<file path="src/rtl/bus_pkg.sv">
// D-bus transfer encodings shared by every master and slave on dbus_interconnect.
package bus_pkg;

   typedef enum logic {
      READ  = 1'b0,
      WRITE = 1'b1
   } bus_ttype_t;

   typedef enum logic [1:0] {
      BYTE     = 2'd0,
      HALFWORD = 2'd1,
      WORD     = 2'd2
   } bus_tsize_t;

endpackage

</file>
<file path="src/rtl/dbg_pkg.sv">
// Debug module definitions: DMI register map and system bus access fields.
package dbg_pkg;

   localparam logic [6:0] SBCS       = 7'h38;
   localparam logic [6:0] SBADDRESS0 = 7'h39;
   localparam logic [6:0] SBDATA0    = 7'h3C;

   typedef struct packed {
      logic [2:0] sbversion;
      logic [5:0] rsvd_28_23;
      logic       sbbusyerror;
      logic       sbbusy;
      logic       sbreadonaddr;
      logic [2:0] sbaccess;
      logic       sbautoincrement;
      logic       sbreadondata;
      logic [2:0] sberror;
      logic [6:0] sbasize;
      logic [1:0] rsvd_4_3;
      logic [2:0] sbaccess_sup;
   } sbcs_t;

   typedef enum logic [2:0] {
      NONE    = 3'd0,
      TIMEOUT = 3'd1,
      ALIGN   = 3'd3,
      SIZE    = 3'd4,
      OTHER   = 3'd7
   } sb_error_t;

endpackage

</file>
<file path="src/rtl/dm_sba.sv">
// System bus access engine: turns sbcs/sbaddress0/sbdata0 DMI traffic into
// single D-bus transfers.
module dm_sba #(
   parameter int unsigned TIMEOUT_CYCLES = 255
) (
   input  logic        clk,
   input  logic        rst_n,
   input  logic        reg_wr,
   input  logic        reg_rd,
   input  logic [6:0]  reg_addr,
   input  logic [31:0] reg_wdata,
   output logic [31:0] sbcs_o,
   output logic [31:0] sbaddress0_o,
   output logic [31:0] sbdata0_o,
   output logic        bus_bstart,
   output logic [31:0] bus_addr,
   output logic        bus_ttype,
   output logic [1:0]  bus_tsize,
   output logic [31:0] bus_wdata,
   input  logic [31:0] bus_rdata,
   input  logic        bus_bdone,
   input  logic        bus_berr
);
   import dbg_pkg::*;
   import bus_pkg::*;

   localparam int unsigned CNT_W = (TIMEOUT_CYCLES < 1) ? 1 : $clog2(TIMEOUT_CYCLES + 1);
   localparam logic [CNT_W-1:0] CNT_MAX = CNT_W'(TIMEOUT_CYCLES);

   typedef enum logic [1:0] {IDLE, REQ, WAIT, DONE} state_t;

   state_t           state, state_nxt;
   logic             readonaddr, autoinc, readondata, busyerror;
   logic [2:0]       access, sberror, sberror_nxt;
   logic [31:0]      sbaddress0, sbdata0, rdata_q, trig_addr, inc;
   logic             berr_q, busy;
   logic [CNT_W-1:0] cnt;
   logic             wr_sbcs, wr_addr, wr_data, rd_data, sb_access;
   logic             trigger, gated, size_bad, align_bad, start, start_err, timeout;
   sbcs_t            sbcs;

   function automatic logic [31:0] zext(input logic [31:0] d, input logic [1:0] sz);
      case (sz)
         BYTE:     return {24'h0, d[7:0]};
         HALFWORD: return {16'h0, d[15:0]};
         default:  return d;
      endcase
   endfunction

   always_comb begin
      wr_sbcs   = reg_wr && (reg_addr == SBCS);
      wr_addr   = reg_wr && (reg_addr == SBADDRESS0);
      wr_data   = reg_wr && (reg_addr == SBDATA0);
      rd_data   = reg_rd && (reg_addr == SBDATA0);
      sb_access = wr_addr || wr_data || rd_data;
      trigger   = !busy && ((wr_addr && readonaddr) || wr_data || (rd_data && readondata));
      // a write to sbaddress0 starts its read at the address being written
      trig_addr = wr_addr ? reg_wdata : sbaddress0;
      gated     = (sberror != NONE) || busyerror;
      size_bad  = access > 3'(WORD);
      align_bad = ((access == 3'(HALFWORD)) && trig_addr[0]) ||
                  ((access == 3'(WORD)) && (trig_addr[1:0] != 2'b00));
      start     = trigger && !gated && !size_bad && !align_bad;
      start_err = trigger && !gated && (size_bad || align_bad);
      timeout   = (state == WAIT) && !bus_bdone && (cnt == CNT_MAX);
      inc       = 32'd1 << bus_tsize;
   end

   always_ff @(posedge clk or negedge rst_n) begin
      if (!rst_n) state <= IDLE;
      else        state <= state_nxt;
   end

   always_comb begin
      state_nxt = state;
      case (state)
         IDLE:    if (start) state_nxt = REQ;
         REQ:     state_nxt = WAIT;
         WAIT:    if (bus_bdone) state_nxt = DONE;
                  else if (timeout) state_nxt = IDLE;
         DONE:    state_nxt = IDLE;
         default: state_nxt = IDLE;
      endcase
   end

   always_comb begin
      busy       = (state != IDLE);
      bus_bstart = (state == REQ);
   end

   // hardware-detected errors win over a same-cycle W1C clear
   always_comb begin
      sberror_nxt = sberror;
      if (wr_sbcs) sberror_nxt = sberror & ~reg_wdata[14:12];
      if (start_err) sberror_nxt = size_bad ? SIZE : ALIGN;
      if (timeout) sberror_nxt = TIMEOUT;
      if ((state == DONE) && berr_q) sberror_nxt = OTHER;
   end

   always_ff @(posedge clk or negedge rst_n) begin
      if (!rst_n) begin
         readonaddr <= 1'b0;
         access     <= '0;
         autoinc    <= 1'b0;
         readondata <= 1'b0;
         busyerror  <= 1'b0;
         sberror    <= '0;
         sbaddress0 <= '0;
         sbdata0    <= '0;
         rdata_q    <= '0;
         berr_q     <= 1'b0;
         cnt        <= '0;
         bus_addr   <= '0;
         bus_ttype  <= 1'b0;
         bus_tsize  <= '0;
         bus_wdata  <= '0;
      end else begin
         sberror <= sberror_nxt;
         if (wr_sbcs) begin
            readonaddr <= reg_wdata[20];
            access     <= reg_wdata[19:17];
            autoinc    <= reg_wdata[16];
            readondata <= reg_wdata[15];
         end
         if (busy && sb_access) busyerror <= 1'b1;
         else if (wr_sbcs && reg_wdata[22]) busyerror <= 1'b0;

         if (!busy && wr_addr) sbaddress0 <= reg_wdata;
         else if ((state == DONE) && !berr_q && autoinc) sbaddress0 <= sbaddress0 + inc;

         if (!busy && wr_data) sbdata0 <= reg_wdata;
         else if ((state == DONE) && (bus_ttype == READ)) sbdata0 <= zext(rdata_q, bus_tsize);

         if ((state == WAIT) && bus_bdone) begin
            rdata_q <= bus_rdata;
            berr_q  <= bus_berr;
         end

         if (start) begin
            bus_addr  <= trig_addr;
            bus_ttype <= wr_data ? WRITE : READ;
            bus_tsize <= access[1:0];
            bus_wdata <= wr_data ? reg_wdata : sbdata0;
            cnt       <= '0;
         end else if (busy && (cnt != CNT_MAX)) begin
            cnt <= cnt + CNT_W'(1);
         end
      end
   end

   always_comb begin
      sbcs                 = '0;
      sbcs.sbversion       = 3'd1;
      sbcs.sbbusyerror     = busyerror;
      sbcs.sbbusy          = busy;
      sbcs.sbreadonaddr    = readonaddr;
      sbcs.sbaccess        = access;
      sbcs.sbautoincrement = autoinc;
      sbcs.sbreadondata    = readondata;
      sbcs.sberror         = sberror;
      sbcs.sbasize         = 7'd32;
      sbcs.sbaccess_sup    = 3'b111;
      sbcs_o               = sbcs;
   end

   assign sbaddress0_o = sbaddress0;
   assign sbdata0_o    = sbdata0;

endmodule

</file>
<file path="config.mk">
export PLATFORM = sky130hd
export DESIGN_NAME = dm_sba
export DESIGN_NICKNAME = d
export VERILOG_FILES = /design/src/rtl/bus_pkg.sv /design/src/rtl/dbg_pkg.sv /design/src/rtl/dm_sba.sv
export SDC_FILE = /design/constraint.sdc
export NUM_CORES = 1
export LEC_CHECK = 0
export CAP_MARGIN = 20
export CORE_MARGIN = 1
export CORE_UTILIZATION = 25
export CTS_BUF_LIST = sky130_fd_sc_hd__clkbuf_4
export DETAILED_ROUTE_END_ITERATION = 10
export PLACE_DENSITY = 0.48
export SETUP_SLACK_MARGIN = 0.5
export SYNTH_ARGS = -nofsm -noshare
export SYNTH_HDL_FRONTEND = slang
export SYNTH_SLANG_ARGS = --single-unit
</file>
<file path="constraint.sdc">
create_clock -name clk -period 7.2 [get_ports clk]
set_input_delay 2.16 -clock clk [delete_from_list [all_inputs] [get_ports clk]]
set_output_delay 2.16 -clock clk [all_outputs]
set_load 0.01 [all_outputs]
</file>
==> parameters.txt <==
Parameter                              Value

Clocking
  Bufs on Longest Clock Path    2
  CTS hold repair buffers    0
  Clock root cell    sky130_fd_sc_hd__clkbuf_4
  TritonCTS clock tree    built
  Skew-Pair Late Insertion Delay    0.62 ns
  CTS clock-pin slew for the worst setup and hold paths    about 0.15 ns
  Buffers inserted during post-CTS setup optimization    0
  Num CTS Buffers    17
  # clock sinks    approximately 180
  Maximum level of the CTS H-tree    4
  Post-cts gate resize count    0

Global routing
  Vias in the first global route    7242
  First-pass GRT wire length    47500 um
  Initial antenna violation count    1
  Remaining global-route overflow    0
  Pin count of the biggest net entering global routing    89
  Global-route usage over all layers    16.7%

Floorplanning
  Row cnt    70
  I/O pin count    approximately 240
  Initial core utilization    25.6%
  Area of the die    just under 40000 sq um
  Vertical die dimension    roughly 200 um
  Core box area    37000 sq um
  Die extent in x    about 200 um

Drt
  Residual antenna-violating net count after detailed routing    0
  Final Routed Wirelength    32000 um
  Remaining routing DRC violations    0
  Wire length per cell after detailed routing    a little over 20 um
  1st-iter DRT viols    317
  Pre-antenna DRT Iters    5
  Overall via count from detail_route    around 7200
  Via-per-instance ratio    4.65

Setup path
  Worst Setup Start Kind    primary input
  Worst-path maximum fanout    41
  Arrival @ worst endpoint    approximately 5.4 ns
  Endpoint type of the worst setup path    flip-flop
  Worst Path Required    7.71 ns
  Number of cell instances on the worst register-to-register path    11
  Crit Reg-Reg Endpoint    sbaddress0_o[26]
  R2r startpoint    bus_tsize[1]
  Worst reg2reg setup slack    3.92 ns
  Setup Crit Path Kind    in2reg

Pwr
  IR drop worst, VDD    0.0964 mV
  Total power    between 2000 and 3000 uW
  Lkg Pwr    0.00504 uW
  PwrDens    224 nW/um^2

Cells and area
  Summed area of non-filler cells in the final layout    approximately 12000 sq um
  Nets@finish    around 1100
  Number of fill cells    3781
  Syn-to-layout area delta    30.2%
  Layout cells sized above 1    20.8%

Yosys
  Distinct cell type count after synthesis    65
  Async set or reset register ratio after synthesis    100%
  Complex-gate fraction of the synthesized area    9.30%
  Number of register bits inferred by synthesis    184
  Adder-Cell Fraction of Synth Area    0.872%
  Count of synthesis-stage warnings from yosys    0
  Main combinational cell family by area after synthesis    multiplexers
  Ys flop type    sky130_fd_sc_hd__dfrtp_1
  Synth Area in Simple Gates    12.8%
  Share of cell area taken by muxes after synthesis    a little over a fifth
  Number of instances in the synthesized netlist    between 800 and 900
  Seq/Total Area, Yosys    48.6%
  Netlist area before placement    roughly 9500 sq um
  Post-synth EDFFs    0
  Xor and xnor area share after synthesis    1.67%
  Post-Syn Area per Cell    11.2 sq um

Min path
  Tightest Hold Check Type    reg2reg
  Hold worst-path end    rdata_q[11]
  Launch point of the worst hold path    rdata_q[11]
  Hold path cells    1

Place
  Area after DPL    between 10000 and 15000 sq um
  Quantity of I/O buffers inserted on ports    219
  Final RePlAce weighted congestion    a little under 0.8
  Post-placement worst setup slack    1.71 ns
  Total half-perimeter wirelength after legalization and detailed placement    22900 um

STA
  Final worst setup slack    between 2 and 2.5 ns
  Number of setup violations in the final report    0
  Period minus WS final    between 4 and 5 ns
  Slew at the pin closest to its max-slew limit    about 1.2 ns
  Final cycle utilization of the critical path    between 60% and 70%
  Count of pins over their slew limit    0
  Worst max-slew margin expressed relative to the limit    22.6%
  Final Skew    0.0299 ns
  Worst Hold Margin    0.515 ns
  RSZ-0062 raised after global routing    false
  Hold violation total from the final report    0
  Fmax    206 MHz
  Setup TNS    0 ns

Run status
  Result of the run    complete, no violations

Flow run
  Max-cap violations    0
how the worst max path moves through the flow:
stage,to,from,depth (start not counted)
after global routing,bus_wdata[10],reg_addr[2],8
after global placement,bus_wdata[0],reg_addr[2],8
after detailed placement,bus_wdata[0],reg_addr[2],8
final,bus_wdata[8],reg_addr[2],8
after floorplan,bus_addr[0],reg_addr[6],7
after CTS,bus_wdata[11],reg_addr[2],8
area by class of cell:
cell class | instances | area [sq um] | area share (%)
sequential | 184 | 4600 | 37.4
multi-input combinational | 595 | 4460 | 36.2
timing repair buffer | 231 | 2300 | 18.7
tap | 504 | 631 | 5.12
clock inverter | 14 | 145 | 1.18
clock buffer | 18 | 135 | 1.10
inverter | 12 | 45.0 | 0.366
antenna | 2 | 5.00 | 0.0406
report_power, final:
group | leakage, uW | switching, uW | internal (uW)
Clock | 0.000147 | 397 | 211
Sequential | 0.00220 | 176 | 1230
Combinational | 0.00269 | 342 | 410
Total | 0.00504 | 915 | 1850
metrics by stage:
step	cells	util, %
after CTS	1558	33.3
after floorplan	866	-
after global placement	1526	32.6
after global routing	1559	33.3
after detailed placement	1526	32.6
final	1560	33.3
flip-flops by register name, indices dropped and copies added (netlist names), 2 cells and up:
name	count
bus_addr	32
bus_wdata	32
rdata_q	32
sbaddress0_o	32
sbdata0_o	32
cnt	8
access	3
sberror	3
bus_tsize	2
state	2
critical path: stages:
cell and delay (ns):
sky130_fd_sc_hd__clkdlybuf4s50_1 0.51, sky130_fd_sc_hd__nand4b_1 0.32, sky130_fd_sc_hd__nor2_4 0.12, sky130_fd_sc_hd__buf_4 0.48
sky130_fd_sc_hd__mux2_4 0.28, sky130_fd_sc_hd__o21ba_4 0.69, sky130_fd_sc_hd__buf_12 0.36, sky130_fd_sc_hd__mux2_2 0.37
logic make-up after synthesis:
group / count (synthesis)
xor+xnor: 18
other cells: 2
fa+ha+maj: 6
compound gates: 142
flops: 184
mux: 167
buf+inv: 87
simple gates: 241
layer usage:
layer / GRT usage, % / up-vias / wire (um)
li1: - / 3395 / -
met1: 23.6 / 3622 / 15300
met2: 25.6 / 204 / 14600
met3: 3.85 / 27 / 1680
met4: 4.45 / 0 / 453
met5: 0 / - / 0
Yosys cell counts (all sizes together), types with 3 or more instances:
master,number,area share (%)
a211oi,5,0.40
a21o,5,0.40
a21oi,63,3.3
a221o,3,0.32
a22oi,3,0.24
a31oi,11,0.73
and3,27,1.8
and4,4,0.37
buf,43,3.5
clkbuf,32,1.3
dfrtp,184,49
ha,5,0.66
inv,12,0.48
mux2,163,21
mux2i,4,0.42
nand2,60,2.4
nand2b,3,0.20
nand3,27,1.4
nand4,17,1.1
nand4b,4,0.37
nor2,64,2.6
nor3,13,0.79
nor4,4,0.26
o211ai,5,0.40
o21ai,23,1.2
o21bai,4,0.32
o311ai,5,0.46
or2,4,0.26
xnor2,6,0.56
xor2,12,1.1
cells in the final DEF (no fill, tap or decap), types with 21 or more instances in the layout:
cell	n
sky130_fd_sc_hd__nor2_1	61
sky130_fd_sc_hd__nand2_1	60
sky130_fd_sc_hd__and3_1	27
sky130_fd_sc_hd__o21ai_0	22
sky130_fd_sc_hd__mux2_4	41
sky130_fd_sc_hd__a21oi_1	63
sky130_fd_sc_hd__clkdlybuf4s50_1	218
sky130_fd_sc_hd__conb_1	21
sky130_fd_sc_hd__dfrtp_1	184
sky130_fd_sc_hd__nand3_1	26
sky130_fd_sc_hd__mux2_2	121
Power figures use the tool's default switching activity.
==> variant 1 (config.mk and constraints unchanged) <==
Change the parameter `TIMEOUT_CYCLES` from 255 to 510.
--- a/src/rtl/dm_sba.sv
+++ b/src/rtl/dm_sba.sv
@@ -2,5 +2,5 @@
 // single D-bus transfers.
 module dm_sba #(
-   parameter int unsigned TIMEOUT_CYCLES = 255
+   parameter int unsigned TIMEOUT_CYCLES = 510
 ) (
    input  logic        clk,
Formal check against the unedited RTL: same outputs for any inputs over 4 cycles, from zero or initial values and one cycle with rst_n low; that may be too few to reach the edited logic, so the function may still have changed.
==> variant 1 against the original RTL <==
  * Cell area shrank 3.3%
  * Clock power rose by 5.9%
  * Worst hold slack better by 0.0052 ns
  * Clock skew shrank 0.0059 ns
  * Sequential power increased by 10%
  * Wire length down 1.8%
  * Utilization increased by 0.15 points
  * Worst setup slack better by 0.22 ns
  * Area after synthesis decreased by 4.3%
  * Power increased by 16%
  * Critical path depth is 1 lower
  * Sequential cell count increased by 1
==> variant 1: results (changes against the original RTL) <==
Outcome = finished clean
Clock skew = 0.02398 ns (-0.005894 ns)
Pleak = 4.995 nW (-0.93%)
Synth cell types = 70 (+7.7%)
Skew-Pair Late Insertion Delay = 0.60 ns (-0.02 ns)
Vias in the first global route = 7217 (-0.35%)
GPL Wtd Cong = 0.8242 (+4.1%)
CP max stage cell = nand4bb_1
Top cells by count, synth = dfrtp_1, nand2_1, nor2_1
Detailed Route Iter0 Violations = 391 (+23%)
Top cells by area, synth = dfrtp_1, nand2_1, nor2_1
XOR/XNOR share of the synthesized area = 1.934% (+0.27 points)
Worst Setup SP = reg_addr[6]
First-pass GRT wire length = 46090 um (-2.9%)
Crit path DAT = 5.13 ns (-0.23 ns)
Root buf cell = clkbuf_4
Routed WL per cell = 19.68 um (-4.0%)
Post_cts resized = 0 (unchanged)
Via count = 7560 (+4.3%)
Actual slew at the worst max-slew pin = 1.006 ns (-0.1505 ns)
Largest net degree at the start of global routing = 119 (+34%)
Switching share of total power = 34.42% (+1.3 points)
Hold_sp = rdata_q[20]$_DFFE_PN0P_
Clock-pin slew on the worst setup and hold paths = 0.16 ns
Crit path max fanout = 118 (+190%)
Final #Nets = 1205 (+7.2%)
Hpwl dp = 22180 um (-3.2%)
Initial antenna violation count = 3 (+2)
Multiplexer share of the synthesized area = 8.895% (-13 points)
# port buffers = 219 (unchanged)
Share of layout cells above drive strength 1 = 9.091% (-12 points)
Seq/Total Area, Yosys = 51.10% (+2.5 points)
Synth Area in Compound Gates = 13.54% (+4.2 points)
Area share of fa/ha/maj cells after synthesis = 1.050% (+0.18 points)
Top delay family on crit path = simple AND/OR/NAND/NOR gates
VDD IR max = 0.0001381 V (+43%)
==> variant 1: worst paths after layout <==
check / endpoint / slack [ns]
max: bus_ttype$_DFFE_PN0N_ / 2.57
min: rdata_q[20]$_DFFE_PN0P_ / 0.52
max reg2reg: sbaddress0_o[20]$_DFFE_PN0P_ / 3.41
min reg2reg: rdata_q[20]$_DFFE_PN0P_ / 0.52
max in group asynchronous: bus_wdata[19]$_DFFE_PN0N_ / 4.57
min in group asynchronous: bus_wdata[26]$_DFFE_PN0N_ / 1.59
==> variant 1: cell type report <==
type / count / share of cell area (%)
sequential: 185 / 38.87
multi-input combinational: 676 / 34.06
timing repair buffer: 228 / 19.21
tap: 461 / 4.843
clock inverter: 13 / 1.429
clock buffer: 18 / 1.135
inverter: 13 / 0.4097
antenna: 2 / 0.04202
==> variant 1: kinds of logic (layout without fill, tap and decap cells) <==
group / count (synthesis) / count (layout)
AOI/OAI and AO/OA: 196 / 196
and+or+nand+nor: 356 / 356
buffers and inverters: 90 / 272
adders and majority gates: 7 / 7
other: 2 / 23
DFF: 185 / 185
xor gates and xnor gates: 20 / 20
muxes: 76 / 76
==> variant 1: through the flow <==
step | hold WS (ns) | cell area (um2) | setup WS, ns | cells
finish | 0.5204 | 11910 | 2.571 | 1596
global route | 0.5329 | 11910 | 2.348 | 1595
CTS | 0.5211 | 11910 | 2.627 | 1594
detailed placement | 0.4875 | 11600 | 1.941 | 1563
global placement | 0.4841 | 11600 | 2.028 | 1563
floorplan | 0.4693 | 9130 | 3.495 | 951
==> variant 1: metal layers <==
metal | up-vias | wire, um | track usage (%)
met3 | 16 | 2267 | 4.619
li1 | 3614 | - | -
met2 | 241 | 14680 | 26.85
met4 | 2 | 352 | 3.846
met5 | - | 17 | 0
met1 | 3687 | 14090 | 22.87
==> variant 1: power groups by stage <==
stage	logic [W]	clock network [W]	registers [W]
4_1_cts	0.00104	0.000681	0.00154
3_5_place_dp	0.00104	0	0.00156
5_1_grt	0.00112	0.000721	0.00158
3_3_place_gp	0.00102	0	0.00156
2_1_floorplan	0.000511	0	0.00154
6_report	0.00102	0.000644	0.00154
==> variant 2 (same flow settings) <==
Without the edit above. Re-encode `state_t` (4 states) as one-hot, 4 bits wide.
--- a/src/rtl/dm_sba.sv
+++ b/src/rtl/dm_sba.sv
@@ -28,5 +28,5 @@
    localparam logic [CNT_W-1:0] CNT_MAX = CNT_W'(TIMEOUT_CYCLES);
 
-   typedef enum logic [1:0] {IDLE, REQ, WAIT, DONE} state_t;
+   typedef enum logic [3:0] {IDLE = 4'b0001, REQ = 4'b0010, WAIT = 4'b0100, DONE = 4'b1000} state_t;
 
    state_t           state, state_nxt;
Behaviour: no difference found for any inputs over 4 cycles, from zero or initial values and one cycle with rst_n low; so few cycles prove little.
==> variant 2 against the original RTL <==
  * Critical path depth shrank 2
  * Critical endpoint is now sbdata0_o[31]$_DFFE_PN0P_
  * Wire length increased by 3.2%
  * Worst hold slack worse by 0.015 ns
  * First-iteration DRC count increased by 41%
  * Count of clock-buffer cells in the layout decreased by 1
  * Non-clock buffer count increased by 1
  * Cell area decreased by 1.1%
  * Area after synthesis down 0.74%
  * Sequential cell count rose by 2
  * Critical path type unchanged
  * Worst setup slack improved by 0.27 ns
Power is not compared: it rests on default switching activity, and its combinational part moved more than twofold at a synthesized area within 25%.
==> variant 2: results (changes against the original RTL) <==
Outcome = finished clean
Hold Path Depth = 2 (+1)
DP Area = 11880 um2 (-1.3%)
Largest net degree at the start of global routing = 98 (+10%)
Global Route Usage Sum = 17.19% (+0.47 points)
Skew-Pair Late Insertion Delay = 0.60 ns (-0.02 ns)
Hpwl dp = 24170 um (+5.5%)
Clock skew = 0.04102 ns (+0.01115 ns)
GPL Wtd Cong = 0.7907 (-0.14%)
Via count = 7803 (+7.7%)
Pre-antenna DRT Iters = 8 (+3)
Top cells by area, synth = dfrtp_1, nand2_1, mux2i_1
Top delay family on crit path = simple AND/OR/NAND/NOR gates
First-pass GRT wire length = 49320 um (+3.9%)
Crit path DAT = 5.05 ns (-0.31 ns)
Detailed Route Iter0 Violations = 448 (+41%)
Seq/Total Area, Yosys = 49.55% (+0.91 points)
WL final = 33020 um (+3.2%)
Clock-pin slew on the worst setup and hold paths = 0.17 ns (+0.02 ns)
CP max stage cell = clkdlybuf4s50_1
Vias in the first global route = 7597 (+4.9%)
Synth cell types = 71 (+9.2%)
Share of layout cells above drive strength 1 = 10.14% (-11 points)
Slew margin rel. = 37.32% (+15 points)
Filler cells = 3841 (+1.6%)
Crit path max fanout = 13 (-68%)
Cells on worst reg2reg path = 10 (-1)
Top cells by count, synth = nand2_1, dfrtp_1, mux2i_1
## variant 2: changes by cell type after synthesis, moves of 8 or more
cell | before | now
nand2_1 | 60 | 249
mux2_2 | 121 | 0
mux2i_1 | 4 | 63
o21ai_2 | 0 | 50
a21oi_1 | 63 | 18
mux2_4 | 41 | 0
a31oi_1 | 11 | 24
buf_2 | 8 | 18
clkbuf_1 | 32 | 23
nand3_1 | 27 | 35
o21ai_0 | 22 | 30
## variant 2: worst reg2reg max path, stage by stage (launching register included)
cell and delay (ns):
dfrtp_1 0.71, or2_2 0.56, inv_1 0.09, ha_1 0.19, inv_1 0.07, fa_1 0.41, nor2b_1 0.16, o21ai_0 0.14
a21oi_1 0.45, nand2_1 0.20, o311ai_0 0.34
## variant 2: layout make-up
type / instances / area share (%)
Clock inverter: 14 / 1.314
Tap cell: 468 / 4.805
Inverter: 13 / 0.4004
Multi-Input combinational cell: 721 / 35.29
Clock buffer: 17 / 1.047
Antenna cell: 1 / 0.02053
Sequential cell: 186 / 38.20
Timing Repair Buffer: 232 / 18.92
## variant 2: worst paths after layout
| path | startpoint | endpoint |
|---|---|---|
| max in group asynchronous | rst_n | access[2]$_DFFE_PN0P_ |
| setup / recovery | reg_addr[1] | sbdata0_o[31]$_DFFE_PN0P_ |
| hold / removal | rdata_q[2]$_DFFE_PN0P_ | rdata_q[2]$_DFFE_PN0P_ |
| setup reg to reg | bus_tsize[1]$_DFFE_PN0N_ | sbaddress0_o[12]$_DFFE_PN0P_ |
| min in group asynchronous | rst_n | bus_addr[6]$_DFFE_PN0N_ |
| hold reg to reg | rdata_q[2]$_DFFE_PN0P_ | rdata_q[2]$_DFFE_PN0P_ |
## variant 2: cell families after synthesis
group,synth area share (%)
and+or+nand+nor,21.48
DFF,49.55
AOI/OAI and AO/OA,13.50
buffers and inverters,5.486
muxes,7.070
xor gates and xnor gates,1.957
adders and majority gates,0.8788
other,0.07992
## variant 2: power by group
part	switching (W)	total, W	internal (W)
Clock	0.000429	0.000615	0.000185
Sequential	0.0000668	0.00116	0.00110
Combinational	0.000169	0.000337	0.000168
## variant 2: per-stage QoR
stage	hold WS, ns	setup WS (ns)	cells
final	0.5001	2.613	1652
after CTS	0.5036	2.664	1650
after global placement	0.4555	1.999	1619
after detailed placement	0.4627	2.013	1619
after floorplan	0.4374	3.486	998
after global routing	0.5200	2.493	1652
## variant 2: per-layer routing
metal / up-vias / GRT usage [%] / part of all wire [%]
li1: 3726 / - / -
met1: 3846 / 23.43 / 47
met2: 209 / 27.94 / 47
met3: 20 / 4.006 / 5.5
met4: 2 / 3.038 / 0.92
met5: - / 0 / 0.039
